## src/rtl/divider_pkg.sv

```systemverilog
// Shared types and constants for the 32-bit restoring divider.
package divider_pkg;

  localparam int DIV_WIDTH   = 32;
  localparam int DIV_LATENCY = 34;
  localparam int CNT_W       = 5;

  typedef enum logic [1:0] {
    IDLE = 2'd0,
    CALC = 2'd1,
    DONE = 2'd2
  } state_e;

  typedef struct packed {
    logic [DIV_WIDTH-1:0] quotient;
    logic [DIV_WIDTH-1:0] remainder;
  } result_t;

  function automatic logic [DIV_WIDTH-1:0] abs_val(input logic [DIV_WIDTH-1:0] v);
    return v[DIV_WIDTH-1] ? (~v + 1'b1) : v;
  endfunction

endpackage

```

## src/rtl/divider_step.sv

```systemverilog
// One restoring shift-subtract iteration: shift next dividend bit into the partial remainder,
// subtract the divisor when it fits, and shift the resulting quotient bit in. Purely combinational.
module divider_step
  import divider_pkg::*;
(
  input  logic [DIV_WIDTH-1:0] rem_i,
  input  logic [DIV_WIDTH-1:0] quo_i,
  input  logic [DIV_WIDTH-1:0] dvs_i,
  output logic [DIV_WIDTH-1:0] rem_o,
  output logic [DIV_WIDTH-1:0] quo_o
);

  logic [DIV_WIDTH:0] shifted;
  logic               q_bit;

  always_comb begin
    shifted = {rem_i, quo_i[DIV_WIDTH-1]};
    q_bit   = (shifted >= {1'b0, dvs_i});
    // A successful subtract always leaves a value below the divisor, so 32 bits suffice.
    rem_o   = q_bit ? (shifted[DIV_WIDTH-1:0] - dvs_i) : shifted[DIV_WIDTH-1:0];
    quo_o   = {quo_i[DIV_WIDTH-2:0], q_bit};
  end

endmodule

```

## src/rtl/divider_core.sv

```systemverilog
// 32/32 iterative restoring divider; DIVIDER_CORE_SIGNED_EN selects two's-complement operands.
// Latency: accept at edge N -> one-cycle result strobe after edge N+34; next accept at N+35.
// No backpressure: operands offered while busy, or with only one tvalid, are dropped.
module divider_core
  import divider_pkg::*;
(
  input  logic                   aclk,
  input  logic                   rst,
  input  logic                   s_axis_divisor_tvalid,
  input  logic [DIV_WIDTH-1:0]   s_axis_divisor_tdata,
  input  logic                   s_axis_dividend_tvalid,
  input  logic [DIV_WIDTH-1:0]   s_axis_dividend_tdata,
  output logic                   m_axis_dout_tvalid,
  output logic [2*DIV_WIDTH-1:0] m_axis_dout_tdata
);

  state_e               state_q, state_d;
  logic [CNT_W-1:0]     cnt_q, cnt_d;
  logic [DIV_WIDTH-1:0] rem_q, rem_d;
  logic [DIV_WIDTH-1:0] quo_q, quo_d;
  logic [DIV_WIDTH-1:0] dvs_q, dvs_d;
  result_t              corr_q, corr_d;
  logic                 corr_vld_q, corr_vld_d;
  result_t              dout_q, dout_d;
  logic                 vld_q, vld_d;
  result_t              corr;
  logic [DIV_WIDTH-1:0] rem_nxt, quo_nxt;
`ifdef DIVIDER_CORE_SIGNED_EN
  logic                 neg_quo_q, neg_quo_d;
  logic                 neg_rem_q, neg_rem_d;
  logic                 div0_q, div0_d;
`endif

  divider_step u_step (
    .rem_i (rem_q),
    .quo_i (quo_q),
    .dvs_i (dvs_q),
    .rem_o (rem_nxt),
    .quo_o (quo_nxt)
  );

  // Sign fix-up; a zero divisor keeps the all-ones quotient regardless of operand signs.
  always_comb begin
    corr.quotient  = quo_q;
    corr.remainder = rem_q;
`ifdef DIVIDER_CORE_SIGNED_EN
    if (neg_quo_q && !div0_q) corr.quotient = ~quo_q + 1'b1;
    if (neg_rem_q)            corr.remainder = ~rem_q + 1'b1;
`endif
  end

  always_comb begin
    state_d    = state_q;
    cnt_d      = cnt_q;
    rem_d      = rem_q;
    quo_d      = quo_q;
    dvs_d      = dvs_q;
    corr_d     = corr_q;
    corr_vld_d = corr_vld_q;
    dout_d     = dout_q;
    vld_d      = 1'b0;
`ifdef DIVIDER_CORE_SIGNED_EN
    neg_quo_d  = neg_quo_q;
    neg_rem_d  = neg_rem_q;
    div0_d     = div0_q;
`endif
    case (state_q)
      IDLE: begin
        if (s_axis_divisor_tvalid && s_axis_dividend_tvalid) begin
          state_d = CALC;
          cnt_d   = CNT_W'(DIV_WIDTH-1);
          rem_d   = '0;
`ifdef DIVIDER_CORE_SIGNED_EN
          quo_d     = abs_val(s_axis_dividend_tdata);
          dvs_d     = abs_val(s_axis_divisor_tdata);
          neg_rem_d = s_axis_dividend_tdata[DIV_WIDTH-1];
          neg_quo_d = s_axis_dividend_tdata[DIV_WIDTH-1] ^ s_axis_divisor_tdata[DIV_WIDTH-1];
          div0_d    = (s_axis_divisor_tdata == '0);
`else
          quo_d     = s_axis_dividend_tdata;
          dvs_d     = s_axis_divisor_tdata;
`endif
        end
      end
      CALC: begin
        rem_d = rem_nxt;
        quo_d = quo_nxt;
        if (cnt_q == '0) state_d = DONE;
        else             cnt_d   = cnt_q - 1'b1;
      end
      DONE: begin
        // First DONE cycle registers the corrected result, second publishes it.
        if (corr_vld_q) begin
          dout_d     = corr_q;
          vld_d      = 1'b1;
          corr_vld_d = 1'b0;
          state_d    = IDLE;
        end else begin
          corr_d     = corr;
          corr_vld_d = 1'b1;
        end
      end
      default: state_d = IDLE;
    endcase
  end

  always_ff @(posedge aclk) begin
    if (rst) begin
      state_q    <= IDLE;
      cnt_q      <= '0;
      rem_q      <= '0;
      quo_q      <= '0;
      dvs_q      <= '0;
      corr_q     <= '0;
      corr_vld_q <= 1'b0;
      dout_q     <= '0;
      vld_q      <= 1'b0;
`ifdef DIVIDER_CORE_SIGNED_EN
      neg_quo_q  <= 1'b0;
      neg_rem_q  <= 1'b0;
      div0_q     <= 1'b0;
`endif
    end else begin
      state_q    <= state_d;
      cnt_q      <= cnt_d;
      rem_q      <= rem_d;
      quo_q      <= quo_d;
      dvs_q      <= dvs_d;
      corr_q     <= corr_d;
      corr_vld_q <= corr_vld_d;
      dout_q     <= dout_d;
      vld_q      <= vld_d;
`ifdef DIVIDER_CORE_SIGNED_EN
      neg_quo_q  <= neg_quo_d;
      neg_rem_q  <= neg_rem_d;
      div0_q     <= div0_d;
`endif
    end
  end

  assign m_axis_dout_tvalid = vld_q;
  assign m_axis_dout_tdata  = dout_q;

endmodule

```

## config.mk

```make
export PLATFORM = sky130hd
export DESIGN_NAME = divider_core
export DESIGN_NICKNAME = d
export VERILOG_FILES = /design/src/rtl/divider_pkg.sv /design/src/rtl/divider_step.sv /design/src/rtl/divider_core.sv
export SDC_FILE = /design/constraint.sdc
export NUM_CORES = 1
export LEC_CHECK = 0
export CELL_PAD_IN_SITES_DETAIL_PLACEMENT = 2
export CELL_PAD_IN_SITES_GLOBAL_PLACEMENT = 2
export CORE_MARGIN = 5
export CORE_UTILIZATION = 33
export DETAILED_ROUTE_END_ITERATION = 16
export PLACE_DENSITY_LB_ADDON = 0.1
export SLEW_MARGIN = 15
export SYNTH_ARGS = -nofsm -noshare
export SYNTH_HDL_FRONTEND = slang
export SYNTH_SLANG_ARGS = --single-unit
```

## constraint.sdc

```tcl
create_clock -name aclk -period 2.8 [get_ports aclk]
set_clock_uncertainty 0.1 [all_clocks]
set_input_delay 0.42 -clock aclk [delete_from_list [all_inputs] [get_ports aclk]]
set_output_delay 0.42 -clock aclk [all_outputs]
set_load 0.02 [all_outputs]
```

# Word level (Yosys, flattened, before mapping)
# Cells that the tools add are included.
# word_totals
wordCells	47
output_inout_bits	65
regBits	233
in_bits	68
# classes
n_reduce_logical	11
bitwise_logic	2
mux	14
magnitude_cmp	1
addsub	2
eq_ne	6
# op_table
op	n
one-hot mux 32 bit (2 select lines)	2
2-to-1 mux 32 bit	3
>= comparator 33 x 32 -> 1 bit	1
subtractor 32 bit	1
2-to-1 mux 5 bit	2
one-hot mux 5 bit (2 select lines)	1
inequality test 2 bit (second input constant)	4
AND reduction 2 bit	4
2-to-1 mux 2 bit	3
one-hot mux 2 bit (3 select lines)	1
AND reduction 3 bit	2
zero test 5 bit	1
subtractor 5 x 1 -> 5 bit (second input constant)	1
equality test 2 x 1 -> 1 bit (second input constant)	1
equality test 2 bit (second input constant)	1
zero test 2 bit	1
2-to-1 mux 1 bit	2
inverter 1 bit	2
nonzero test 2 bit	1
OR reduction 2 bit	1
logical AND 1 bit	1

# Longest topological paths before layout
# Gate-level depths: netlist of run 1.
# depth
depth_word	3
ltp_mapped	15
depth_no_buf	12

# Hierarchy
# From an unflattened synthesis of run 1, not the netlist that was laid out.
# hier_totals
cells_unflattened	1256
area_unflattened_um2	10959.3
# modules_own_cells
module	area_per_inst_um2	cells_per_inst	instances
divider_core	8388.0	901	1
divider_step	2571.2	355	1

# Worst setup path before layout of run 1
# OpenSTA, ideal clock, no wires.
# synth_path
path_kind	register to register
startpoint	register quo_q[31]
endpoint	register rem_q[28]
stages_incl_launch_ff	13
arrival_time_ps	2311
required_time_ps	2578
setup_slack_ps	267
path_buffers	0
synth_period_minus_slack_ps	2533
cell_sequence	dfxtp_1 > inv_1 > ha_1 > fa_1 > nor2b_1 > o21bai_1 > a31oi_1 > a211oi_1 > o31a_1 > nor4_1 > and4b_1 > o21bai_1 > nand3_1
# synth_via
elab_chain_len	3
# synth_lines
item	line_no	rtl
from (decl)	divider_core.sv:20	logic [DIV_WIDTH-1:0] quo_q, quo_d;
from (signal assigned)	divider_core.sv:127	quo_q <= quo_d;
subtractor 32 bit / >= comparator 33 x 32 -> 1 bit (equally long branches)	divider_step.sv:20, divider_step.sv:18	
2-to-1 mux 32 bit *	divider_step.sv:20	rem_o = q_bit ? (shifted[DIV_WIDTH-1:0] - dvs_i) : shifted[DIV_WIDTH-1:0];
one-hot mux 32 bit (2 select lines) *	divider_core.sv:67	case (state_q)
to (signal assigned)	divider_core.sv:126	rem_q <= rem_d;
to (decl)	divider_core.sv:19	logic [DIV_WIDTH-1:0] rem_q, rem_d;
# Every way passes the cells marked *; elsewhere a longest branch is shown, timed or not.
# A chain may end at the register's enable or synchronous reset.

# Final worst setup path of run 1
# layout_path
startpoint	register rem_q[24]
endpoint	register rem_q[18]
# layout_via
elab_chain_len	3
# layout_lines
item	line_no	rtl
>= comparator 33 x 32 -> 1 bit	divider_step.sv:18	q_bit = (shifted >= {1'b0, dvs_i});
2-to-1 mux 32 bit	divider_step.sv:20	
one-hot mux 32 bit (2 select lines)	divider_core.sv:67	
# No other way between the ends.

==> results.md, run 1 <==
* Status: complete, no violations
* Hold Crit Class: in -> reg
* Post-Route WL at 33510 um
* Synth Net Count at ~1.3k
* Top cells by area, synth: dfxtp_1 (47%), nand2_1 (10%), a21oi_1 (8.7%), a22o_1 (5.8%), ha_1 (4.3%)
* Avg Inst Size Synth at 8.426 um^2
* Setup_tns at 0 ps
* Initial Utilization at 0.3354
* Top-count cell post-synth: nand2_1
* DR vias at ~9.0k
* Worst vdd ir at 0.001038 V
* Register bit total from synthesis at ~230
* Final cell count without fillers at 1733
* Sw frac at 0.4128
* Largest net degree at the start of global routing at 56
* DRC at 0
* Critical path arrival at 3060 ps
* Synth Instances at between 1k and 1.5k
* Worst setup EP type: register
* Row Count at 63
* Total die area at 0.03378 mm^2
* CTS sink cnt at 233
* Gr usage total at 0.1921
* Fin crit period at 2694 ps
* Hpwl dp at 23890 um
* Drt wl/cell at 19.34 um
* Leak at 4.839 nW
* Yosys cell types at 58
* First-pass GRT wire length at 53150 um
* Fin util at 0.4360
* Sequential share of power at 0.234
* Cell area after layout at 0.01296 mm^2
* Nets at 1428
* Area after DPL at 0.01195 mm^2
* Required @ worst endpoint at between 3000 and 4000 ps
* CTS clock-pin slew for the worst setup and hold paths at 60 ps
* Ports at 133
* Worst skew pair latency at 550 ps
* Final hold viol count at 0
* Max Fanout on Critical Path at 15
* Synthesized area at 0.009968 mm^2
* Int Pwr at ~9.7 mW
* Switch Pwr at 6.816 mW
* Setup-failing EPs final at 0
* Area Overhead vs Synth at 29.99%
* GR Overflow Total at 0
* Vias in the first global route at 9587
* Relative slew slack at 0.5300
* CTS tree: yes
* Max clock buf depth at 3
* CP Launch Type: register
* Worst-Margin Slew at roughly 710 ps
* RD Place Congestion at 0.8192
* I/O Buffers at 132
* CP Class: reg -> reg
* Die Wd at approximately 180 um
* ANT cells at 0
* EDFF count, synth at 0
* Synth top area share at 0.4679
* Initial antenna violation count at 0
* Clk root buf: clkbuf_16
* Top FF cell, synth: dfxtp_1
* Seq/Total Area, Yosys at 0.4679
* Iteration count of the initial detailed-routing pass at 4
* Power Density at 1274 mW/mm^2
* Synth Warn # at 0
* Layout cells sized above 1 at 0.1057
* Logic pwr share at 0.555
* Starting DRT DRC Count at 381
* Final Hold Slack at 267.7 ps
* Max Fclk at 371.2 MHz
* Final Max Tran Viols at 0
* Clock share of power at 0.211
* Area leader, netlist: dfxtp_1
* Cts hold-fix bufs at 0
* Inst Count DP at 1682
* Via/cell ratio at 5.222
* TritonCTS Buffers at 27
* CORE AREA at about 0.030 mm^2
* Final period util at 0.9622
* Die Y at 183.8 um
* Post-route ant nets at 0
* Most frequent cells after synthesis: nand2_1 (265), dfxtp_1 (233), a21oi_1 (173)
* H-tree levels at 1
* Async set-reset flop share out of synthesis at 0
* Max-Cap Viols at 0
## path summary, 6_finish.rpt
| path | from | end | slack (ps) | depth (start not counted) |
|---|---|---|---|---|
| worst max-delay path | rem_q[24]$_SDFFE_PP0P_ | rem_q[18]$_SDFFE_PP0P_ | 110 | 11 |
| worst max register to register | rem_q[24]$_SDFFE_PP0P_ | rem_q[18]$_SDFFE_PP0P_ | 110 | 11 |
| worst min-delay path | rst | quo_q[0]$_SDFFE_PP0P_ | 270 | 2 |
| worst min register to register | dvs_q[17]$_SDFFE_PP0P_ | dvs_q[17]$_SDFFE_PP0P_ | 360 | 2 |
## metal layers
layer  routed length [um]  GRT usage  up-vias  part of all wire
li1                     -          -     4418                 -
met1                16250     0.2735     4460              0.48
met2                15410     0.3168      137              0.46
met3                 1314    0.02434       34             0.039
met4                  541    0.03490        0             0.016
met5                    0          0        -                 0
## through the flow
| step | worst slack [ps] | total power, mW |
|---|---|---|
| after global routing | -29.47 | 17.58 |
| final | 106.0 | 16.51 |
| after floorplan | 266.9 | 9.589 |
| after CTS | 10.58 | 15.79 |
| after detailed placement | -141.2 | 12.15 |
| after global placement | -58.06 | 11.97 |
## area by class of cell
class,count,area (um^2)
fillers,3265,16760
multi-input cells,828,4936
flip-flops and latches,233,4664
repair buffers,193,1836
clock buffers,39,790.8
well taps,390,488.0
inverters,42,157.7
clock inverters,8,85.08
## what timing repair did
item | 4_1_cts | 5_1_grt
pin swaps | 0 | 5
setup endpoints to repair | 33 | 30
cloned | 0 | 1
buffers inserted | 0 | 3
gates resized for setup | 3 | 22
## placed cells by master (no fill, tap or decap), drive strengths merged, types with 31 or more instances in the layout
cell type,Yosys,layout
a21oi,175,175
a22o,66,66
a22oi,31,31
buf,19,61
clkbuf,61,40
clkdlybuf4s50,0,131
dfxtp,233,233
ha,34,34
inv,42,43
nand2,265,265
nor2,34,34
o21ai,52,52
## flip-flops by register name, indices dropped and copies added (netlist names)
register / count
quo_q: 32
m_axis_dout_tdata: 64
corr_vld_q: 1
dvs_q: 32
cnt_q: 5
corr_q: 64
state_q: 2
m_axis_dout_tvalid: 1
rem_q: 32
## power by group through the flow
stage               Sequential, mW  Combinational (mW)  Clock (mW)
floorplan                     3.79                5.80           0
global placement              3.92                8.05           0
global route                  3.89                9.98        3.71
CTS                           3.85                8.36        3.57
finish                        3.86                9.17        3.48
detailed placement            3.92                8.23           0
## worst max-delay path, cell delays in order, from the launching register on
cell and delay (ps):
dfxtp_1 420, ha_1 320, or2_1 290, a21oi_2 170, nor2_1 60, a221oi_2 340
o21ai_2 130, a21oi_4 220, buf_4 160, clkbuf_16 170, a21oi_1 90, o21ai_1 140
## cells by family after synthesis
group / share of synthesized area
fa+ha+maj: 0.04468
buf+inv: 0.04970
simple gates: 0.1536
flops: 0.4679
mux: 0.004017
xor+xnor: 0.02548
compound gates: 0.2546
Power figures use the tool's default switching activity.
==> run 2: changes to the inputs <==
--- a/config.mk
+++ b/config.mk
@@ -11,2 +11,3 @@
 export CORE_UTILIZATION = 33
+export CTS_BUF_LIST = sky130_fd_sc_hd__clkbuf_16
 export DETAILED_ROUTE_END_ITERATION = 16
==> constraint.sdc (replaced) <==
create_clock -name aclk -period 2.8 [get_ports aclk]
set_clock_uncertainty 0.1 [all_clocks]
set_input_delay 0.84 -clock aclk [delete_from_list [all_inputs] [get_ports aclk]]
set_output_delay 0.84 -clock aclk [all_outputs]
set_load 0.02 [all_outputs]
==> run 2 against run 1 <==
Effect of this change:
- the flow now finishes with violations (negative setup slack)
- worst hold slack improved by 87 ps
- global-route usage fell by 0.23 points
- sequential power barely moved
- via count rose by 1.8%
- routed wire length rose by 2.1%
- register-to-register slack got worse by 160 ps
- utilization rose by 1.1 points
- critical path depth rose by 2
- clock-buffer cell count fell by 12
- sequential share of layout area fell by 0.87 points
- maximum frequency fell by 5.5%
- combinational power rose by 19%
- critical path type unchanged
==> results.md, run 2 (synthesis gave the netlist of run 1 again) <==
* Final period util at 1.019 (+0.05637)
* CP Launch Type: register
* I/O Buffers at 132 (unchanged)
* Fin crit period at 2852 ps (+157.8 ps)
* CP Class: reg -> reg
* Hpwl dp at 23860 um (-0.12%)
* Setup_tns at -83.81 ps (-83.81 ps)
* Cell area after layout at 0.01330 mm^2 (+2.6%)
* DRC at 0 (unchanged)
* Drt wl/cell at 19.49 um (+0.80%)
* Via/cell ratio at 5.247 (+0.49%)
* First-pass GRT wire length at 52860 um (-0.55%)
* CTS sink cnt at 233 (unchanged)
* Cts hold-fix bufs at 0 (unchanged)
* ANT cells at 0 (unchanged)
* CP max-delay cell: fa_2
* Vias in the first global route at 9648 (+0.64%)
* Setup-failing EPs final at 7 (+7)
* Overall Power at 18.03 mW (+9.2%)
* Starting DRT DRC Count at 418 (+9.7%)
* Inst Count DP at 1696 (+0.83%)
* Final Max Tran Viols at 0 (unchanged)
* TritonCTS Buffers at 27 (unchanged)
* Critical Path, Cell by Cell: inv_2 -> ha_4 -> fa_2 -> nor2b_4 -> o21bai_4 -> buf_6 -> a31oi_4 -> a211oi_4 -> o31a_1 -> nor4_2 -> and4b_1 -> o21bai_1 -> nand3_1
* Unrepaired setup endpoints after global routing: true
* Required @ worst endpoint at 3120 ps (-50 ps)
* Fin util at 0.4475 (+0.01145)
* CTS tree: yes
* Power Density at 1356 mW/mm^2 (+6.4%)
* CORE AREA at 0.02972 mm^2 (unchanged)
* Total die area at 0.03378 mm^2 (unchanged)
* Bufs and invs on worst path at 2 (unchanged)
* Max-Cap Viols at 0 (unchanged)
* Relative slew slack at 0.5281 (-0.001896)
* Ports at 133 (unchanged)
* Initial antenna violation count at 0 (unchanged)
* Failing checks: negative setup slack
* DR vias at 9209 (+1.8%)
* Status: finished, violations left
* Final Hold Slack at 355.0 ps (+87.31 ps)
* Final hold viol count at 0 (unchanged)
* Post-Route WL at 34210 um (+2.1%)
* Max clock buf depth at 3 (unchanged)
* Largest net degree at the start of global routing at 64 (+14%)
* Worst skew pair latency at 540 ps (about the same)
* Clk root buf: clkbuf_16
* Die Y at 183.8 um (unchanged)
* Most common cell after layout, fill and taps aside: nand2_1
* Final cell count without fillers at 1755 (+1.3%)
* Row Count at 63 (unchanged)
* Max Fclk at 350.6 MHz (-5.5%)
* Die Wd at 183.8 um (unchanged)
* Worst setup EP type: register
* Worst-Margin Slew at 707.9 ps (+2.845 ps)
* GR Overflow Total at 0 (unchanged)
* RD Place Congestion at 0.8606 (+5.1%)
* Hold Crit Class: reg -> reg
* CP peak stage delay at 410 ps (about the same)
* CTS clock-pin slew for the worst setup and hold paths at 60 ps (about the same)
* Area after DPL at 0.01207 mm^2 (+0.98%)
* Worst vdd ir at 0.001135 V (+9.3%)
* Gr usage total at 0.1898 (-0.002261)
* Leak at 5.009 nW (+3.5%)
* Most frequent cells in the layout: nand2_1 (265), dfxtp_1 (227), a21oi_1 (170), clkdlybuf4s50_1 (131), buf_4 (72)
* Worst setup slack after layout at -51.85 ps (-157.8 ps)
* Max Fanout on Critical Path at 3 (-12)
* Dpl ws at -151.2 ps (-10.08 ps)
* Iteration count of the initial detailed-routing pass at 4 (unchanged)
* Nets at 1449 (+1.5%)
* Area Overhead vs Synth at 33.40%
* Critical path arrival at 3180 ps (+120 ps)
* Post-route ant nets at 0 (unchanged)
* Initial Utilization at 0.3354 (unchanged)
* H-tree levels at 1 (unchanged)
* Layout cells sized above 1 at 0.1333 (+0.02760)
* Largest delay contributor family on the critical path: compound AO/OA/AOI/OAI gates
[run 2: changes by cell type in the layout (fill, tap and decap cells not counted), moves of 4 or more]
cell      previous run  this run
a32oi_1             14        10
a32oi_2              0         4
buf_4               57        72
clkbuf_1             5         0
clkbuf_8             7         0
clkinv_1             0         5
dfxtp_1            233       227
dfxtp_2              0         6
ha_1                28        23
ha_4                 0         8
inv_2                0         4
o21ai_1             20        24
[run 2: path summary, 6_finish.rpt]
kind	startpoint	to	slack [ps]	cells past startpoint
hold reg to reg	corr_q[21]$_SDFFE_PP0P_	corr_q[21]$_SDFFE_PP0P_	360	2
setup reg to reg	quo_q[31]$_SDFFE_PP0P_	rem_q[28]$_SDFFE_PP0P_	-50	13
hold / removal	corr_q[21]$_SDFFE_PP0P_	corr_q[21]$_SDFFE_PP0P_	360	2
setup / recovery	quo_q[31]$_SDFFE_PP0P_	rem_q[28]$_SDFFE_PP0P_	-50	13
[run 2: worst min-delay path, delay by kind of cell, from the launching register on]
| family | cells | cell delay [ps] |
|---|---|---|
| AOI/OAI and AO/OA | 1 | 50 |
| and+or+nand+nor | 1 | 50 |
| DFF | 1 | 300 |
[run 2: where the power goes]
| part | internal, mW | leakage (nW) | total (mW) | switching (mW) |
|---|---|---|---|---|
| Sequential | 3.56 | 1.89 | 3.89 | 0.326 |
| Combinational | 5.07 | 2.70 | 10.9 | 5.83 |
| Clock | 1.83 | 0.420 | 3.24 | 1.41 |
| Total | 10.5 | 5.01 | 18.0 | 7.57 |
[run 2: final cells by class]
| class | count | area [um^2] |
|---|---|---|
| Tap cell | 390 | 488.0 |
| Clock buffer | 27 | 675.6 |
| Inverter | 42 | 157.7 |
| Clock inverter | 21 | 121.4 |
| Multi-Input combinational cell | 828 | 5127 |
| Fill cell | 3220 | 16420 |
| Sequential cell | 233 | 4672 |
| Timing Repair Buffer | 214 | 2056 |
[run 2: what timing repair did]
| item | in CTS | in global routing |
|---|---|---|
| setup endpoints to repair | 33 | 33 |
| resized for setup | 6 | 58 |
| cloned | 0 | 3 |
| pin swaps | 0 | 17 |
| setup buffers | 0 | 9 |
[run 2: per-layer routing]
layer	share of wire	track usage	wire length, um	up-vias
met4	0.016	0.04111	558	0
met3	0.039	0.02552	1322	44
met5	0	0	0	-
met1	0.49	0.2778	16920	4532
li1	-	-	-	4467
met2	0.45	0.2996	15400	166
